File: src/rtl/coproc_pkg.sv
// ---------------------------------------------------------------------------
// coproc_pkg
// Shared definitions for the matrix coprocessor command front-end:
//   - STATE_W    : width of the exported FSM state encoding
//   - state_t    : FSM states IDLE(0), ISSUE(1), WAIT(2), DONE(3), ERR(4)
//   - DEF_OP_W   : default opcode width
//   - DEF_SIZE_W : default matrix-size field width
// ---------------------------------------------------------------------------
package coproc_pkg;

    localparam int STATE_W    = 3;
    localparam int DEF_OP_W   = 3;
    localparam int DEF_SIZE_W = 3;

    typedef enum logic [STATE_W-1:0] {
        IDLE  = 3'd0,
        ISSUE = 3'd1,
        WAIT  = 3'd2,
        DONE  = 3'd3,
        ERR   = 3'd4
    } state_t;

endpackage

File: src/rtl/cmd_fifo.sv
// ---------------------------------------------------------------------------
// cmd_fifo
// Parametrised synchronous FIFO holding packed host commands.
// Ports:
//   clk, rst      : rising-edge clock, asynchronous active-high reset
//   push, din     : write request and data (ignored while full)
//   pop, dout     : read request (ignored while empty); dout shows the head
//   full, empty   : occupancy flags
//   count         : number of stored entries (0..DEPTH)
// ---------------------------------------------------------------------------
module cmd_fifo #(
    parameter  int WIDTH = 6,
    parameter  int DEPTH = 4,
    localparam int CNT_W = $clog2(DEPTH) + 1,
    localparam int PTR_W = $clog2(DEPTH)
) (
    input  logic             clk,
    input  logic             rst,
    input  logic             push,
    input  logic [WIDTH-1:0] din,
    input  logic             pop,
    output logic [WIDTH-1:0] dout,
    output logic             full,
    output logic             empty,
    output logic [CNT_W-1:0] count
);

    logic [WIDTH-1:0] mem [DEPTH];
    logic [PTR_W-1:0] wr_ptr;
    logic [PTR_W-1:0] rd_ptr;
    logic [CNT_W-1:0] count_q;
    logic             do_push;
    logic             do_pop;

    assign full    = (count_q == CNT_W'(DEPTH));
    assign empty   = (count_q == '0);
    assign count   = count_q;
    assign dout    = mem[rd_ptr];

    // A full FIFO never accepts a write, even if a read happens in the
    // same cycle; this keeps the accept decision independent of the FSM.
    assign do_push = push && !full;
    assign do_pop  = pop && !empty;

    // Storage and pointers; pointers wrap naturally since DEPTH is a power of 2.
    always_ff @(posedge clk or posedge rst) begin
        if (rst) begin
            wr_ptr  <= '0;
            rd_ptr  <= '0;
            count_q <= '0;
            for (int i = 0; i < DEPTH; i++) begin
                mem[i] <= '0;
            end
        end else begin
            if (do_push) begin
                mem[wr_ptr] <= din;
                wr_ptr      <= wr_ptr + 1'b1;
            end
            if (do_pop) begin
                rd_ptr <= rd_ptr + 1'b1;
            end
            case ({do_push, do_pop})
                2'b10:   count_q <= count_q + 1'b1;
                2'b01:   count_q <= count_q - 1'b1;
                default: count_q <= count_q;
            endcase
        end
    end

endmodule

File: src/rtl/coproc_cmd_interface.sv
// ---------------------------------------------------------------------------
// coproc_cmd_interface
// Command front-end of the matrix coprocessor. Buffers host commands in a
// FIFO, issues them one at a time to the control unit over a start/done
// handshake, supervises each command with a timeout and reports status.
// Ports:
//   clk, rst                    : clock, asynchronous active-high reset
//   cmd_valid/cmd_ready         : host command handshake
//   cmd_op, cmd_size            : host opcode and matrix size
//   cu_start                    : one-cycle start pulse to the control unit
//   cu_op, cu_size              : command presented to the control unit
//   cu_done, cu_overflow        : completion and overflow from control unit
//   clr_status                  : clears sticky overflow / timeout flags
//   ready                       : idle with an empty FIFO
//   done_pulse                  : one-cycle pulse per completed command
//   overflow, timeout_err       : sticky status flags
//   state                       : FSM encoding
//   op_code_o                   : opcode in execution, or last executed
//   fifo_count                  : FIFO occupancy
// ---------------------------------------------------------------------------
module coproc_cmd_interface
    import coproc_pkg::*;
#(
    parameter  int OP_W    = DEF_OP_W,
    parameter  int SIZE_W  = DEF_SIZE_W,
    parameter  int DEPTH   = 4,
    parameter  int TIMEOUT = 1024,
    localparam int CNT_W   = $clog2(DEPTH) + 1
) (
    input  logic               clk,
    input  logic               rst,
    input  logic               cmd_valid,
    output logic               cmd_ready,
    input  logic [OP_W-1:0]    cmd_op,
    input  logic [SIZE_W-1:0]  cmd_size,
    output logic               cu_start,
    output logic [OP_W-1:0]    cu_op,
    output logic [SIZE_W-1:0]  cu_size,
    input  logic               cu_done,
    input  logic               cu_overflow,
    input  logic               clr_status,
    output logic               ready,
    output logic               done_pulse,
    output logic               overflow,
    output logic               timeout_err,
    output logic [STATE_W-1:0] state,
    output logic [OP_W-1:0]    op_code_o,
    output logic [CNT_W-1:0]   fifo_count
);

    localparam int DATA_W = OP_W + SIZE_W;
    localparam int TMR_W  = $clog2(TIMEOUT);
    localparam logic [TMR_W-1:0] TMR_LAST = TMR_W'(TIMEOUT - 1);

    state_t             state_q;
    state_t             state_d;
    logic [TMR_W-1:0]   timer_q;
    logic               timer_expired;
    logic               fifo_full;
    logic               fifo_empty;
    logic               push;
    logic               pop;
    logic [DATA_W-1:0]  fifo_dout;
    logic               ovf_set;
    logic               tmo_set;

    assign push          = cmd_valid && !fifo_full;
    assign pop           = (state_q == IDLE) && !fifo_empty;
    assign cmd_ready     = !fifo_full;
    assign timer_expired = (timer_q == TMR_LAST);

    assign cu_start   = (state_q == ISSUE);
    assign done_pulse = (state_q == DONE);
    assign ready      = (state_q == IDLE) && fifo_empty;
    assign state      = state_q;
    assign op_code_o  = cu_op;

    // Completion takes priority over expiry when both land in the same cycle.
    assign ovf_set = (state_q == WAIT) && cu_done && cu_overflow;
    assign tmo_set = (state_q == WAIT) && !cu_done && timer_expired;

    cmd_fifo #(
        .WIDTH (DATA_W),
        .DEPTH (DEPTH)
    ) u_cmd_fifo (
        .clk   (clk),
        .rst   (rst),
        .push  (push),
        .din   ({cmd_op, cmd_size}),
        .pop   (pop),
        .dout  (fifo_dout),
        .full  (fifo_full),
        .empty (fifo_empty),
        .count (fifo_count)
    );

    // Next-state logic. cu_done outside WAIT is ignored; ERR holds until the
    // host acknowledges the timeout with clr_status.
    always_comb begin
        state_d = state_q;
        case (state_q)
            IDLE:    if (!fifo_empty) state_d = ISSUE;
            ISSUE:   state_d = WAIT;
            WAIT: begin
                if (cu_done) begin
                    state_d = DONE;
                end else if (timer_expired) begin
                    state_d = ERR;
                end
            end
            DONE:    state_d = IDLE;
            ERR:     if (clr_status) state_d = IDLE;
            default: state_d = IDLE;
        endcase
    end

    always_ff @(posedge clk or posedge rst) begin
        if (rst) begin
            state_q <= IDLE;
        end else begin
            state_q <= state_d;
        end
    end

    // Timer is cleared while the start pulse is out and counts WAIT cycles.
    always_ff @(posedge clk or posedge rst) begin
        if (rst) begin
            timer_q <= '0;
        end else if (state_q == ISSUE) begin
            timer_q <= '0;
        end else if (state_q == WAIT) begin
            timer_q <= timer_q + 1'b1;
        end
    end

    // Command registers load on pop and hold until the next pop.
    always_ff @(posedge clk or posedge rst) begin
        if (rst) begin
            cu_op   <= '0;
            cu_size <= '0;
        end else if (pop) begin
            cu_op   <= fifo_dout[DATA_W-1 -: OP_W];
            cu_size <= fifo_dout[SIZE_W-1:0];
        end
    end

    // Sticky flags: a set in the same cycle as clr_status wins.
    always_ff @(posedge clk or posedge rst) begin
        if (rst) begin
            overflow    <= 1'b0;
            timeout_err <= 1'b0;
        end else begin
            if (ovf_set) begin
                overflow <= 1'b1;
            end else if (clr_status) begin
                overflow <= 1'b0;
            end
            if (tmo_set) begin
                timeout_err <= 1'b1;
            end else if (clr_status) begin
                timeout_err <= 1'b0;
            end
        end
    end

endmodule

File: config.mk
export PLATFORM = sky130hd
export DESIGN_NAME = coproc_cmd_interface
export DESIGN_NICKNAME = d
export VERILOG_FILES = /design/src/rtl/coproc_pkg.sv /design/src/rtl/cmd_fifo.sv /design/src/rtl/coproc_cmd_interface.sv
export SDC_FILE = /design/constraint.sdc
export NUM_CORES = 1
export LEC_CHECK = 0
export CAP_MARGIN = 5
export CORE_ASPECT_RATIO = 1.25
export CORE_MARGIN = 4
export CORE_UTILIZATION = 55
export CTS_BUF_LIST = sky130_fd_sc_hd__clkbuf_4 sky130_fd_sc_hd__clkbuf_8
export CTS_CLUSTER_DIAMETER = 100
export DETAILED_ROUTE_END_ITERATION = 7
export PLACE_DENSITY = 0.8
export SLEW_MARGIN = 20
export SYNTH_ARGS = -nofsm -noshare
export SYNTH_HDL_FRONTEND = slang
export SYNTH_HIERARCHICAL = 1
export SYNTH_SLANG_ARGS = --single-unit
File: constraint.sdc
create_clock -name clk -period 3 [get_ports clk]
set_clock_uncertainty 0.05 [all_clocks]
set_input_delay 0.45 -clock clk [delete_from_list [all_inputs] [get_ports clk]]
set_output_delay 0.45 -clock clk [all_outputs]
set_load 0.1 [all_outputs]
==> flow_summary.toml <==
[sta]
tightest_slew_ps = 837
min_period_ps = 2380
rsz0062_at_grt = "false"
maxSlewViolCount = 0
fin_setup_tns_ps = 0
hold_viol_final = 0
finalSetupViolations = 0
relSlewSlack = 0.442
max_freq_ghz = 0.421
finalCritPeriodShare = 0.793

[synth]
synth_edf_count = 0
synthCells = 193
yosysTopAreaCell = "dfrtp_1"
synth_area_leaders = "dfrtp_1 (51%), mux2_2 (12%), mux4_2 (5.3%)"
netlist.area_leader.share = 0.513
ys_seq_elements = 52
synth_area_per_cell_um2 = 13.2
ys_seq_area_frac = 0.513
syn-cell-area_um2 = 2540
synthFlopType = "dfrtp_1"
syn-num-nets = 212
ys_warn_count = 6
synth.distinct_cells = 42
async_flop_share = 1.00

[critical_path]
crit_type = "reg2out"
worstSetupStartpoint = "state[1]"
r2r-end = "u_cmd_fifo/count[2]"
crit_fanout = 10
cp.required_ps = 2500
worst_r2r_path_depth = 9
worst_setup_path_end_kind = "primary output"
worstReg2RegStart = "state[0]"
cp-start-kind = "flip-flop"
endpoint = "cu_start"
rrSetupSlack_ps = 630
worstPathArrival_ps = 1880

[floorplan]
core_um2 = 4430
die_h_um = 84.0
io_pins = 33
die_w_um = 68.8
dieArea_um2 = 5770
rows = 27
initial_core_util = 0.574

[place]
dp_hpwl_um = 3240
io_buffers = 32
routabilityCongestion = 0.771

[clocking]
holdBufCountCts = 0
postCtsSetupBuffers = 0
root_buffer = "clkbuf_8"
clk_pin_slew_ps = 90
cts_buffers = 5
htree_levels = 2
clock_sinks = 52
clk_latency_ps = 290
cts-resized-gates = 0
cts_max_path_buffers = 2
cts_tree = "done"

[hold_path]
min_path_type = "reg2reg"

[route]
firstDrtPassIters = 4
drc = 0
via_per_inst = 5.46
vias = 1567
avgRoutedWirePerCell_um = 15.7
drt-total-wl_um = 4510
ant_nets = 0
drtIter0Drc = 54

[grt]
antenna_found_initial = 0
grt_pass1_wl_um = 7850
grt_use_total = 0.180
grt_pass1_vias = 1637
grt_overflow = 0
grt_max_degree = 32

[final_layout]
layout-drive-gt1-share = 0.341
regArea_um2 = 1300
fill_cells = 361
layout.nets = 247
antenna_cells = 0
area_delta_synth_final_pct = 16.6
multi_input_area_um2 = 1120

[flow_run]
max_cap_viol_count = 0

[outcome]
outcome = "complete, no violations"
==> routing by layer <==
metal,global-route usage,up-vias,wire length [um]
met4,0.0532,0,52
met2,0.294,40,2260
met3,0.0323,4,212
met1,0.239,770,1980
li1,-,753,-
met5,0,-,0
==> layout by cell type, fill, tap and decap left out, types with 3 or more instances in the layout <==
| cell | instances |
|---|---|
| buf_4 | 27 |
| mux4_2 | 6 |
| ha_1 | 6 |
| o21ai_1 | 3 |
| nor3_1 | 4 |
| mux2_2 | 27 |
| xor2_1 | 3 |
| nand3_1 | 7 |
| inv_1 | 12 |
| nand2_1 | 12 |
| mux2i_1 | 4 |
| nor2_1 | 6 |
| clkbuf_8 | 6 |
| dfrtp_1 | 51 |
| xnor2_1 | 3 |
| clkdlybuf4s50_1 | 11 |
| mux2_1 | 7 |
==> Yosys cell counts, types with 2 or more instances <==
master and number:
a21o_1 2, buf_2 3, buf_4 4, buf_6 3
dfrtp_1 52, ha_1 6, inv_1 12, mux2_1 7
mux2_2 27, mux2i_1 4, mux4_2 6, nand2_1 12
nand3_1 7, nand4_1 2, nor2_1 6, nor3_1 4
nor4_4 2, o21ai_1 3, o311ai_1 2, o31a_1 2
or3b_1 2, xnor2_1 3, xor2_1 3
==> layout make-up <==
class / instances / area share
flip-flops and latches: 52 / 0.440
multi-input cells: 118 / 0.380
repair buffers: 38 / 0.106
clock buffers: 8 / 0.0330
well taps: 58 / 0.0245
inverters: 13 / 0.0165
==> sequential cells by signal (all words and copies together) (netlist names) <==
name / flops
u_cmd_fifo/rd_ptr: 2
state: 3
timeout_err: 1
u_cmd_fifo/count: 3
timer_q: 10
overflow: 1
u_cmd_fifo/wr_ptr: 2
u_cmd_fifo/mem: 24
cu_size: 3
cu_op: 3
==> logic make-up after synthesis <==
family | synth area share
AO/OA/AOI/OAI | 0.0414
XOR/XNOR | 0.0207
adder cells (fa/ha/maj) | 0.0375
buffers and inverters | 0.0503
flip-flops | 0.513
multiplexers | 0.220
AND/OR/NAND/NOR | 0.118
==> critical path, cell delays in order (launching register included) <==
cell	delay, ps
dfrtp_1	430
buf_4	190
or3b_1	550
inv_2	130
buf_4	290
==> stage by stage <==
stage / cell area (um^2) / hold WS [ps] / util / std cells / setup WS (ps)
floorplan: 2550 / 377 / - / 193 / 44.0
global placement: 2860 / 406 / 0.647 / 279 / 671
detailed placement: 2860 / 418 / 0.647 / 279 / 621
CTS: 2960 / 430 / 0.669 / 287 / 603
global route: 2960 / 480 / 0.669 / 287 / 445
finish: 2960 / 426 / 0.669 / 287 / 622
==> worst min path at each step <==
| stage | startpoint | to | slack (ps) | depth (start not counted) |
|---|---|---|---|---|
| after floorplan | rst | cu_op[0] | 380 | 1 |
| after global placement | timer_q[9] | timer_q[9] | 410 | 1 |
| after detailed placement | timer_q[9] | timer_q[9] | 420 | 1 |
| after CTS | timer_q[9] | timer_q[9] | 430 | 1 |
| after global routing | u_cmd_fifo/mem[5] | u_cmd_fifo/mem[5] | 480 | 1 |
| final | timer_q[9] | timer_q[9] | 430 | 1 |
Power is left out: the tool's default activity adds up to more than one toggle a clock period on the data nets, which glitch-free logic cannot reach.
